### config.mk
export PLATFORM = sky130hd
export DESIGN_NAME = block_dispatcher_flat
export DESIGN_NICKNAME = d
export VERILOG_FILES = /design/src/rtl/dispatch_pkg.sv /design/src/rtl/block_dispatcher_if.sv /design/src/rtl/dispatch_slot.sv /design/src/rtl/block_dispatcher.sv /design/src/flat_wrapper.sv
export SDC_FILE = /design/constraint.sdc
export NUM_CORES = 1
export LEC_CHECK = 0
export BUFFER_PORTS_ARGS = -buffer_cell sky130_fd_sc_hd__buf_2
export CAP_MARGIN = 20
export CORE_MARGIN = 2
export CORE_UTILIZATION = 40
export DETAILED_ROUTE_END_ITERATION = 12
export SYNTH_ARGS = -nofsm -noshare
export SYNTH_HDL_FRONTEND = slang
export SYNTH_SLANG_ARGS = --single-unit
### constraint.sdc
create_clock -name clk -period 2.4 [get_ports clk]
set_input_delay 0.48 -clock clk [delete_from_list [all_inputs] [get_ports clk]]
set_output_delay 0.48 -clock clk [all_outputs]
set_load 0.02 [all_outputs]
### src/rtl/dispatch_pkg.sv
// Shared types and helpers for the block dispatcher: slot/top FSM encodings,
// block-id width and the ceiling divide used to size a kernel launch.
package dispatch_pkg;

  localparam int BLOCK_ID_BITS = 8;

  typedef enum logic [1:0] {
    SLOT_FREE,
    SLOT_BUSY,
    SLOT_CLEAR
  } slot_state_t;

  typedef enum logic [1:0] {
    DISP_IDLE,
    DISP_RUN,
    DISP_DONE
  } top_state_t;

  // 32-bit operands keep tc + den - 1 from overflowing at the top of the tc range.
  function automatic int unsigned ceil_div(input int unsigned num, input int unsigned den);
    return (num + den - 1) / den;
  endfunction

endpackage

### src/rtl/block_dispatcher_if.sv
// Dispatcher-to-core bus: per-core start/clear/block assignment out, done back.
// master = dispatcher side, slave = core array side.
interface block_dispatcher_if #(
  parameter int NUM_CORES = 2,
  parameter int CNT_BITS  = 3
);
  import dispatch_pkg::*;

  logic [NUM_CORES-1:0]                    core_start;
  logic [NUM_CORES-1:0]                    core_reset;
  logic [NUM_CORES-1:0][BLOCK_ID_BITS-1:0] core_block_id;
  logic [NUM_CORES-1:0][CNT_BITS-1:0]      core_thread_count;
  logic [NUM_CORES-1:0]                    core_done;

  modport master (
    output core_start,
    output core_reset,
    output core_block_id,
    output core_thread_count,
    input  core_done
  );

  modport slave (
    input  core_start,
    input  core_reset,
    input  core_block_id,
    input  core_thread_count,
    output core_done
  );

endinterface

### src/rtl/dispatch_slot.sv
// One core's slot: FREE -> BUSY on grant, BUSY -> CLEAR on core_done (one-cycle
// core reset plus completion pulse), CLEAR -> FREE on the following cycle.
module dispatch_slot
  import dispatch_pkg::*;
#(
  parameter int CNT_BITS = 3
) (
  input  logic                     clk,
  input  logic                     reset,
  input  logic                     grant,
  input  logic                     core_done,
  input  logic [BLOCK_ID_BITS-1:0] block_id,
  input  logic [CNT_BITS-1:0]      thread_count,
  output logic                     free,
  output logic                     core_start,
  output logic                     core_reset,
  output logic [BLOCK_ID_BITS-1:0] core_block_id,
  output logic [CNT_BITS-1:0]      core_thread_count,
  output logic                     complete
);

  slot_state_t state_q, state_d;

  // NOTE: every signal written here gets a default first, so no path leaves it
  // unassigned and no latch is inferred.
  always_comb begin
    state_d  = state_q;
    complete = 1'b0;
    case (state_q)
      SLOT_FREE:  if (grant) state_d = SLOT_BUSY;
      SLOT_BUSY: begin
        if (core_done) begin
          state_d  = SLOT_CLEAR;
          complete = 1'b1;
        end
      end
      SLOT_CLEAR: state_d = SLOT_FREE;
      default:    state_d = SLOT_FREE;
    endcase
  end

  assign free       = (state_q == SLOT_FREE);
  assign core_start = (state_q == SLOT_BUSY);

  // NOTE: state is updated with non-blocking assignments so every flop samples
  // pre-edge values regardless of process ordering.
  always_ff @(posedge clk or negedge reset) begin
    if (!reset) begin
      state_q           <= SLOT_FREE;
      core_reset        <= 1'b1;
      core_block_id     <= '0;
      core_thread_count <= '0;
    end else begin
      state_q    <= state_d;
      core_reset <= (state_d == SLOT_CLEAR);
      if (grant && state_q == SLOT_FREE) begin
        core_block_id     <= block_id;
        core_thread_count <= thread_count;
      end
    end
  end

endmodule

### src/rtl/block_dispatcher.sv
// Splits a kernel launch into THREADS_PER_BLOCK-sized blocks and hands them to free
// cores, lowest index first. Optional kernel_cycles counter under DISPATCH_PERF_EN.
module block_dispatcher
  import dispatch_pkg::*;
#(
  parameter int NUM_CORES         = 2,
  parameter int THREADS_PER_BLOCK = 4,
  parameter int TC_BITS           = 8
) (
  input  logic               clk,
  input  logic               reset,
  input  logic               start,
  input  logic [TC_BITS-1:0] thread_count,
  output logic               done,
  output logic [31:0]        kernel_cycles,
  block_dispatcher_if.master cores
);

  localparam int CNT_BITS = $clog2(THREADS_PER_BLOCK) + 1;
  localparam int TPB_LOG2 = $clog2(THREADS_PER_BLOCK);
  localparam int TOT_W    = TC_BITS + 1;
  localparam int REM_W    = TOT_W + TPB_LOG2 + 1;

  top_state_t state_q, state_d;

  logic [TC_BITS-1:0] tc_q;
  logic [TOT_W-1:0]   total_q, issued_q, completed_q, done_count;
  logic               launch, can_dispatch;
  logic [REM_W-1:0]   rem_threads;
  logic [CNT_BITS-1:0] blk_threads;

  logic [NUM_CORES-1:0] slot_free, grant, slot_complete, slot_start, slot_reset;
  logic [NUM_CORES-1:0][BLOCK_ID_BITS-1:0] slot_block_id;
  logic [NUM_CORES-1:0][CNT_BITS-1:0]      slot_tcount;

  assign launch       = (state_q == DISP_IDLE) && start;
  assign can_dispatch = (state_q == DISP_RUN) && (issued_q < total_q);
  assign done         = (state_q == DISP_DONE);

  always_comb begin
    state_d = state_q;
    case (state_q)
      DISP_IDLE: if (start) state_d = DISP_RUN;
      DISP_RUN:  if (completed_q == total_q) state_d = DISP_DONE;
      DISP_DONE: if (!start) state_d = DISP_IDLE;
      default:   state_d = DISP_IDLE;
    endcase
  end

  always_ff @(posedge clk or negedge reset) begin
    if (!reset) state_q <= DISP_IDLE;
    else        state_q <= state_d;
  end

  // Priority arbiter: scanning downward lets the lowest free index win.
  always_comb begin
    grant = '0;
    for (int i = NUM_CORES - 1; i >= 0; i--) begin
      if (can_dispatch && slot_free[i]) begin
        grant    = '0;
        grant[i] = 1'b1;
      end
    end
  end

  // Threads left from the next block onward; only meaningful while issued < total.
  always_comb begin
    rem_threads = REM_W'(tc_q) - (REM_W'(issued_q) << TPB_LOG2);
    blk_threads = (rem_threads >= REM_W'(THREADS_PER_BLOCK)) ?
                  CNT_BITS'(THREADS_PER_BLOCK) : CNT_BITS'(rem_threads);
  end

  always_comb begin
    done_count = '0;
    for (int i = 0; i < NUM_CORES; i++) done_count = done_count + TOT_W'(slot_complete[i]);
  end

  always_ff @(posedge clk or negedge reset) begin
    if (!reset) begin
      tc_q        <= '0;
      total_q     <= '0;
      issued_q    <= '0;
      completed_q <= '0;
    end else if (launch) begin
      tc_q        <= thread_count;
      total_q     <= TOT_W'(ceil_div(32'(thread_count), THREADS_PER_BLOCK));
      issued_q    <= '0;
      completed_q <= '0;
    end else begin
      if (|grant) issued_q <= issued_q + 1'b1;
      completed_q <= completed_q + done_count;
    end
  end

  for (genvar i = 0; i < NUM_CORES; i++) begin : g_slot
    dispatch_slot #(
      .CNT_BITS(CNT_BITS)
    ) u_slot (
      .clk               (clk),
      .reset             (reset),
      .grant             (grant[i]),
      .core_done         (cores.core_done[i]),
      .block_id          (BLOCK_ID_BITS'(issued_q)),
      .thread_count      (blk_threads),
      .free              (slot_free[i]),
      .core_start        (slot_start[i]),
      .core_reset        (slot_reset[i]),
      .core_block_id     (slot_block_id[i]),
      .core_thread_count (slot_tcount[i]),
      .complete          (slot_complete[i])
    );
  end

  assign cores.core_start        = slot_start;
  assign cores.core_reset        = slot_reset;
  assign cores.core_block_id     = slot_block_id;
  assign cores.core_thread_count = slot_tcount;

`ifdef DISPATCH_PERF_EN
  logic [31:0] perf_q;

  always_ff @(posedge clk or negedge reset) begin
    if (!reset)                   perf_q <= '0;
    else if (launch)              perf_q <= '0;
    else if (state_q == DISP_RUN) perf_q <= perf_q + 32'd1;
  end

  assign kernel_cycles = perf_q;
`else
  assign kernel_cycles = '0;
`endif

endmodule
### src/flat_wrapper.sv
// flat-port wrapper written by rule: the top's interface ports become plain ports
module block_dispatcher_flat import dispatch_pkg::*;
#(
  parameter int NUM_CORES         = 2,
  parameter int THREADS_PER_BLOCK = 4,
  parameter int TC_BITS           = 8
)
  (clk, reset, start, thread_count, done, kernel_cycles, cores_core_start, cores_core_reset, cores_core_block_id, cores_core_thread_count, cores_core_done);
  block_dispatcher_if #(.NUM_CORES(NUM_CORES)) cores_i ();
  input  logic clk;
  input  logic reset;
  input  logic start;
  input  logic [TC_BITS-1:0] thread_count;
  output logic done;
  output logic [31:0] kernel_cycles;
  output wire logic [$bits(cores_i.core_start)-1:0] cores_core_start;
  output wire logic [$bits(cores_i.core_reset)-1:0] cores_core_reset;
  output wire logic [$bits(cores_i.core_block_id)-1:0] cores_core_block_id;
  output wire logic [$bits(cores_i.core_thread_count)-1:0] cores_core_thread_count;
  input wire logic [$bits(cores_i.core_done)-1:0] cores_core_done;
  assign cores_core_start = cores_i.core_start;
  assign cores_core_reset = cores_i.core_reset;
  assign cores_core_block_id = cores_i.core_block_id;
  assign cores_core_thread_count = cores_i.core_thread_count;
  assign cores_i.core_done = cores_core_done;
  block_dispatcher #(.NUM_CORES(NUM_CORES), .THREADS_PER_BLOCK(THREADS_PER_BLOCK), .TC_BITS(TC_BITS)) u_core (.clk(clk), .reset(reset), .start(start), .thread_count(thread_count), .done(done), .kernel_cycles(kernel_cycles), .cores(cores_i));
endmodule
Word-level counts from Yosys, hierarchy flattened:

Index checks and enable logic that the tools add are counted.

* register bits after elaboration: 65
* bits of input ports: 13
* output and inout port bits: 59
* logic and storage cells: 63

* add/sub/neg operators: 6
* $lt $le $gt $ge: 2
* equal/unequal tests: 10
* mux-type cells: 20
* reduce and logical (&&, ||, !) cells: 12

Operators with widths (number)
* 9-bit 2-to-1 mux: 3
* 2-bit 2-to-1 mux: 9
* 12-bit by 3-bit >= comparator with 1-bit output, second input constant: 1
* 8-bit by 11-bit subtractor with 12-bit output: 1
* 11-bit by 1-bit subtractor with 11-bit output, second input constant: 1
* 8-bit by 3-bit adder with 9-bit output, second input constant: 1
* 9-bit by 1-bit adder with 9-bit output, second input constant: 1
* 9-bit adder: 1
* 9-bit == test: 1
* 9-bit less-than comparator: 1
* 2-bit case mux with 2 select lines: 2
* 2-bit by 1-bit == test with 1-bit output, second input constant: 3
* 2-bit == test, second input constant: 3
* 1-bit logical AND: 6
* 2-bit zero test: 3
* 2-bit != test, second input constant: 3
* 2-bit case mux with 3 select lines: 1
* 1-bit 2-to-1 mux: 4
* 3-bit 2-to-1 mux: 1
* 3-bit AND reduction: 1
* 1-bit by 1-bit adder with 2-bit output: 1
* 2-bit nonzero test: 1
* 2-bit OR reduction: 1

Logic depth before layout (Yosys ltp):

* depth after elaboration: 8
* depth in mapped cells: 10
* mapped depth without buffers: 10

Modules after synthesis:

A second synthesis with hierarchy kept.

* cell total of the unflattened synthesis: 332
* area, all modules: 3467.1 µm²

By module, submodules not included
* block_dispatcher: instances 1, cells an instance 264, area each 2383.5 µm²
* dispatch_slot: instances 2, cells an instance 34, area each 541.8 µm²

Worst setup path after synthesis:

OpenSTA, ideal clock, no wires.

* kind: flip-flop to flip-flop
* start point: register u_core.issued_q[0]
* end point: register u_core.g_slot[1].u_slot.core_thread_count[2]
* setup time: 0.125 ns
* data arrival time: 2.097 ns
* required time: 2.275 ns
* slack: 0.178 ns
* stages on the path, launching flop included: 9
* buffers on the path: 0
* period minus slack after synthesis: 2.222 ns
* cells stage by stage: dfrtp_1 ha_1 inv_1 fa_1 nor4_1 nand3_1 a311oi_1 nand4_1 mux2_4

* cells in the longest elaborated chain, start to end: 6
* elaborated cells between the ends (all ways): 10
* those cells by class: 1 x add/sub; 2 x order compare; 3 x mux; 4 x reduce/logical

RTL lines
* from (decl): RTL line block_dispatcher.sv:27 `logic [TOT_W-1:0] total_q, issued_q, completed_q, done_count;`
* from (signal assigned): RTL line block_dispatcher.sv:90 `if (|grant) issued_q <= issued_q + 1'b1;`
* branches (longest 6 deep; another with 8-bit by 11-bit subtractor with 12-bit output)
* to (signal assigned): RTL line dispatch_slot.sv:58 `core_thread_count <= thread_count;`
* to (decl): RTL line dispatch_slot.sv:18 `output logic [CNT_BITS-1:0] core_thread_count,`

Several ways; the timed one is not identified.
A chain may end at the register's enable or synchronous reset.

Worst setup path after layout:

* start point: register u_core.issued_q[6]
* end point: register u_core.issued_q[7]

* cells in the longest elaborated chain, start to end: 7
* elaborated cells between the ends (all ways): 11
* those cells by class: 1 x add/sub; 1 x order compare; 4 x mux; 5 x reduce/logical

RTL lines
* 9-bit less-than comparator: RTL line block_dispatcher.sv:37 `assign can_dispatch = (state_q == DISP_RUN) && (issued_q < total_q);`
* 1-bit logical AND: RTL line block_dispatcher.sv:37
* 1-bit logical AND: RTL line block_dispatcher.sv:59 `if (can_dispatch && slot_free[i]) begin`
* 2-bit 2-to-1 mux (2 in series): RTL line block_dispatcher.sv:59
* 2-bit OR reduction: RTL line block_dispatcher.sv:90
* 2-bit nonzero test (no source line)

Parallel ways exist; a longest one is shown, timed or not. The select of a mux whose other input is x is not followed.

==> impl_metrics.csv <==
group,metric,value,unit
worst_setup_path,cp-start-kind,"register",
sta,tightest_slew,691,ps
worst_setup_path,ff2ff_path_depth,6,
placement,detailed_place_hpwl,5990,um
drt,drc,0,
sta,fin_worst_skew,7.68,ps
sta,relSlewSlack,0.539,
floorplan,die_y,101,um
clocking,clkSinkCount,65,
clocking,cts_made_buffers,9,
logic_synthesis,ys_warn_count,0,
logic_synthesis,synth_commonest_cells,"63 x dfrtp_1, 39 x nand2_1, 36 x buf_4",
logic_synthesis,synth_top_family_by_area,"simple AND/OR/NAND/NOR gates",
layout,multi_input_area,1840,um2
pwr,powerDensity,1240,nW/um2
global_route,grt_max_degree,30,
layout,area_growth,15.3,%
logic_synthesis,postSynth.asyncResetShare,1.00,
worst_setup_path,r2r-end,"u_core.issued_q[7]",
global_route,grt_pass1_vias,2680,
logic_synthesis,synthTopCellsByArea,"dfrtp_1 42%, buf_4 7.2%, ha_1 6.4%, xor2_1 4.0%, nand2_1 3.9%",
pwr,vdd_ir_drop_max,0.484,mV
floorplan,die_w,101,um
drt,drtIter0Drc,90,
sta,fin_crit,2300,ps
worst_setup_path,reg2reg_from,"u_core.issued_q[6]",
sta,drv_slew,0,
logic_synthesis,synth_mux_area_frac,0.0750,
worst_setup_path,cp_max_fo,6,
global_route,grt_overflow_total,0,
worst_setup_path,cp_data_required_time,2670,ps
logic_synthesis,synth_edf_count,0,
logic_synthesis,synth_compound_area_frac,0.0951,
worst_hold_path,hold_class,"input pin to asynchronous set/reset pin",
drt,dr.pass1.iters,4,
logic_synthesis,ys_ff_latch,65,
floorplan,die_area,10100,um2
drt,ant_nets,0,
global_route,grt_pass1_wl,13000,um
drt,num_vias,2696,
logic_synthesis,ys_types,51,
worst_setup_path,critPathCapture,"u_core.issued_q[7]",
drt,avgRoutedWirePerCell,14.4,um
pwr,leakage,2.18,nW
clocking,hold_buffers,0,
logic_synthesis,syn_avg_cell_area,10.1,um2
logic_synthesis,synth-xor-area-share,0.0563,
clocking,clockRootBuffer,"clkbuf_8",
logic_synthesis,mappedNetlistArea,3740,um2
floorplan,core.rowCount,35,
layout,drive_above_1_share,0.256,
sta,hold_ws,175,ps
worst_setup_path,worstSetupStartpoint,"u_core.issued_q[6]",
floorplan,core_area,9150,um2
worst_setup_path,r2r_slack,100,ps
logic_synthesis,yosysTopAreaCellShare,0.422,
outcome,run_status,"complete, no violations",
floorplan,floorplan.initialDensity,0.408,
sta,fmax,434,MHz
worst_setup_path,critical_path_arrival,2570,ps
clocking,clk_latency,340,ps
drt,drt_wl_total,7690,um
sta,fin_crit_sh,0.960,
placement,io_buffers,39,
layout,fillCellCount,879,
logic_synthesis,synth-simple-area-share,0.150,
layout,fin_nets,455,
placement,place_congestion,0.809,
job,maxCapViolCount,0,
global_route,antenna_found_initial,0,
logic_synthesis,yosys.area.top_type,"dfrtp_1",
global_route,grtUsageTotal,0.165,
worst_setup_path,end_kind,"register",
pwr,total_power,5.35,mW
logic_synthesis,syn_inst,371,
clocking,cts_tree,"done",
layout,diodes,0,
layout,ff_latch_area,1630,um2
logic_synthesis,synth.most_common_cell,"dfrtp_1",
drt,routed_via_density,5.03,
sta,hold_viol_final,0,
clocking,clk_pin_slew,70,ps
sta,setup_viol,0,
logic_synthesis,ys.flop_type,"dfrtp_1",
worst_setup_path,critPathKind,"register to register",
clocking,htreeDepth,3,
floorplan,pin_count,72,
clocking,clockBufferDepth,2,
logic_synthesis,synth-seq-area-share,0.436,
logic_synthesis,synthAdderAreaFrac,0.0743,
-- critical path, stage by stage, from the launching register on --
cell and delay, ps:
dfrtp_1 400, ha_1 320, a211o_1 280, a211oi_2 240, o211ai_1 250, or4_1 580
a21oi_2 170
-- cell families (layout without fill, tap and decap cells) --
kind of cell,count (synthesis),count (layout)
compound gates,54,54
xor+xnor,24,24
fa+ha+maj,21,21
buf+inv,71,94
flops,65,65
mux,23,23
other cells,1,32
simple gates,112,112
-- cell usage in the layout (no fill, tap or decap), drive strengths merged, types with 6 or more instances in the layout --
cell and n:
o31ai 8, buf 55, dfrtp 63, nor2 18, nand3 11, o21ai 23, xor2 17, inv 24
xnor2 7, clkbuf 10, and2 10, and3 6, nand2 39, nand4 7, mux2 19, conb 32
ha 19
-- per-stage QoR --
step	setup TNS, ps	utilization	worst slack, ps	instances	cell area [um2]
6_report	0	0.471	96.3	536	4310
5_1_grt	-6.39	0.471	-3.74	536	4310
4_1_cts	0	0.466	35.3	535	4260
3_5_place_dp	0	0.437	52.9	520	4000
3_3_place_gp	0	0.437	149	520	4000
2_1_floorplan	0	-	178	402	3850
-- worst min path at each step --
stage                                        startpoint                                  endpoint  slack [ps]  cells after the start
2_1_floorplan                                     reset                     u_core.completed_q[0]         180                      0
3_3_place_gp   u_core.g_slot[1].u_slot.core_block_id[5]  u_core.g_slot[1].u_slot.core_block_id[5]         480                      1
3_5_place_dp   u_core.g_slot[0].u_slot.core_block_id[5]  u_core.g_slot[0].u_slot.core_block_id[5]         490                      1
4_1_cts                                           reset                         u_core.state_q[0]         190                      1
5_1_grt                                           reset                         u_core.state_q[0]         220                      1
6_report                                          reset                         u_core.state_q[0]         180                      1
-- report_power, final --
group | internal [mW] | total [mW] | switching, mW
Combinational | 1.06 | 2.43 | 1.37
Sequential | 1.42 | 1.69 | 0.266
Clock | 0.818 | 1.23 | 0.414
Total | 3.30 | 5.35 | 2.05
-- metal layers --
metal,global-route usage,part of all wire,vias to the layer above
met5,0,0,-
met3,0.0361,0.051,12
li1,-,-,1300
met1,0.221,0.47,1310
met2,0.256,0.46,74
met4,0.0738,0.017,0
-- timing repair --
item | in CTS | in global routing
buffers inserted | 0 | 1
resized for setup | 0 | 11
endpoints found under the setup margin | 0 | 9
-- flip-flops by register name, summed over array words and instances, names as in the netlist --
register,count
u_core.g_slot.u_slot.core_thread_count,6
u_core.g_slot.u_slot.core_reset,2
u_core.state_q,2
u_core.issued_q,9
u_core.g_slot.u_slot.state_q,4
u_core.tc_q,8
u_core.g_slot.u_slot.core_block_id,16
u_core.total_q,9
u_core.completed_q,9
-- layout make-up --
class | count | area share
multi-input combinational | 266 | 0.428
clock buffer | 10 | 0.0319
sequential | 65 | 0.378
inverter | 24 | 0.0209
clock inverter | 5 | 0.0296
tap | 111 | 0.0322
timing repair buffer | 55 | 0.0790
Power figures use the tool's default switching activity.
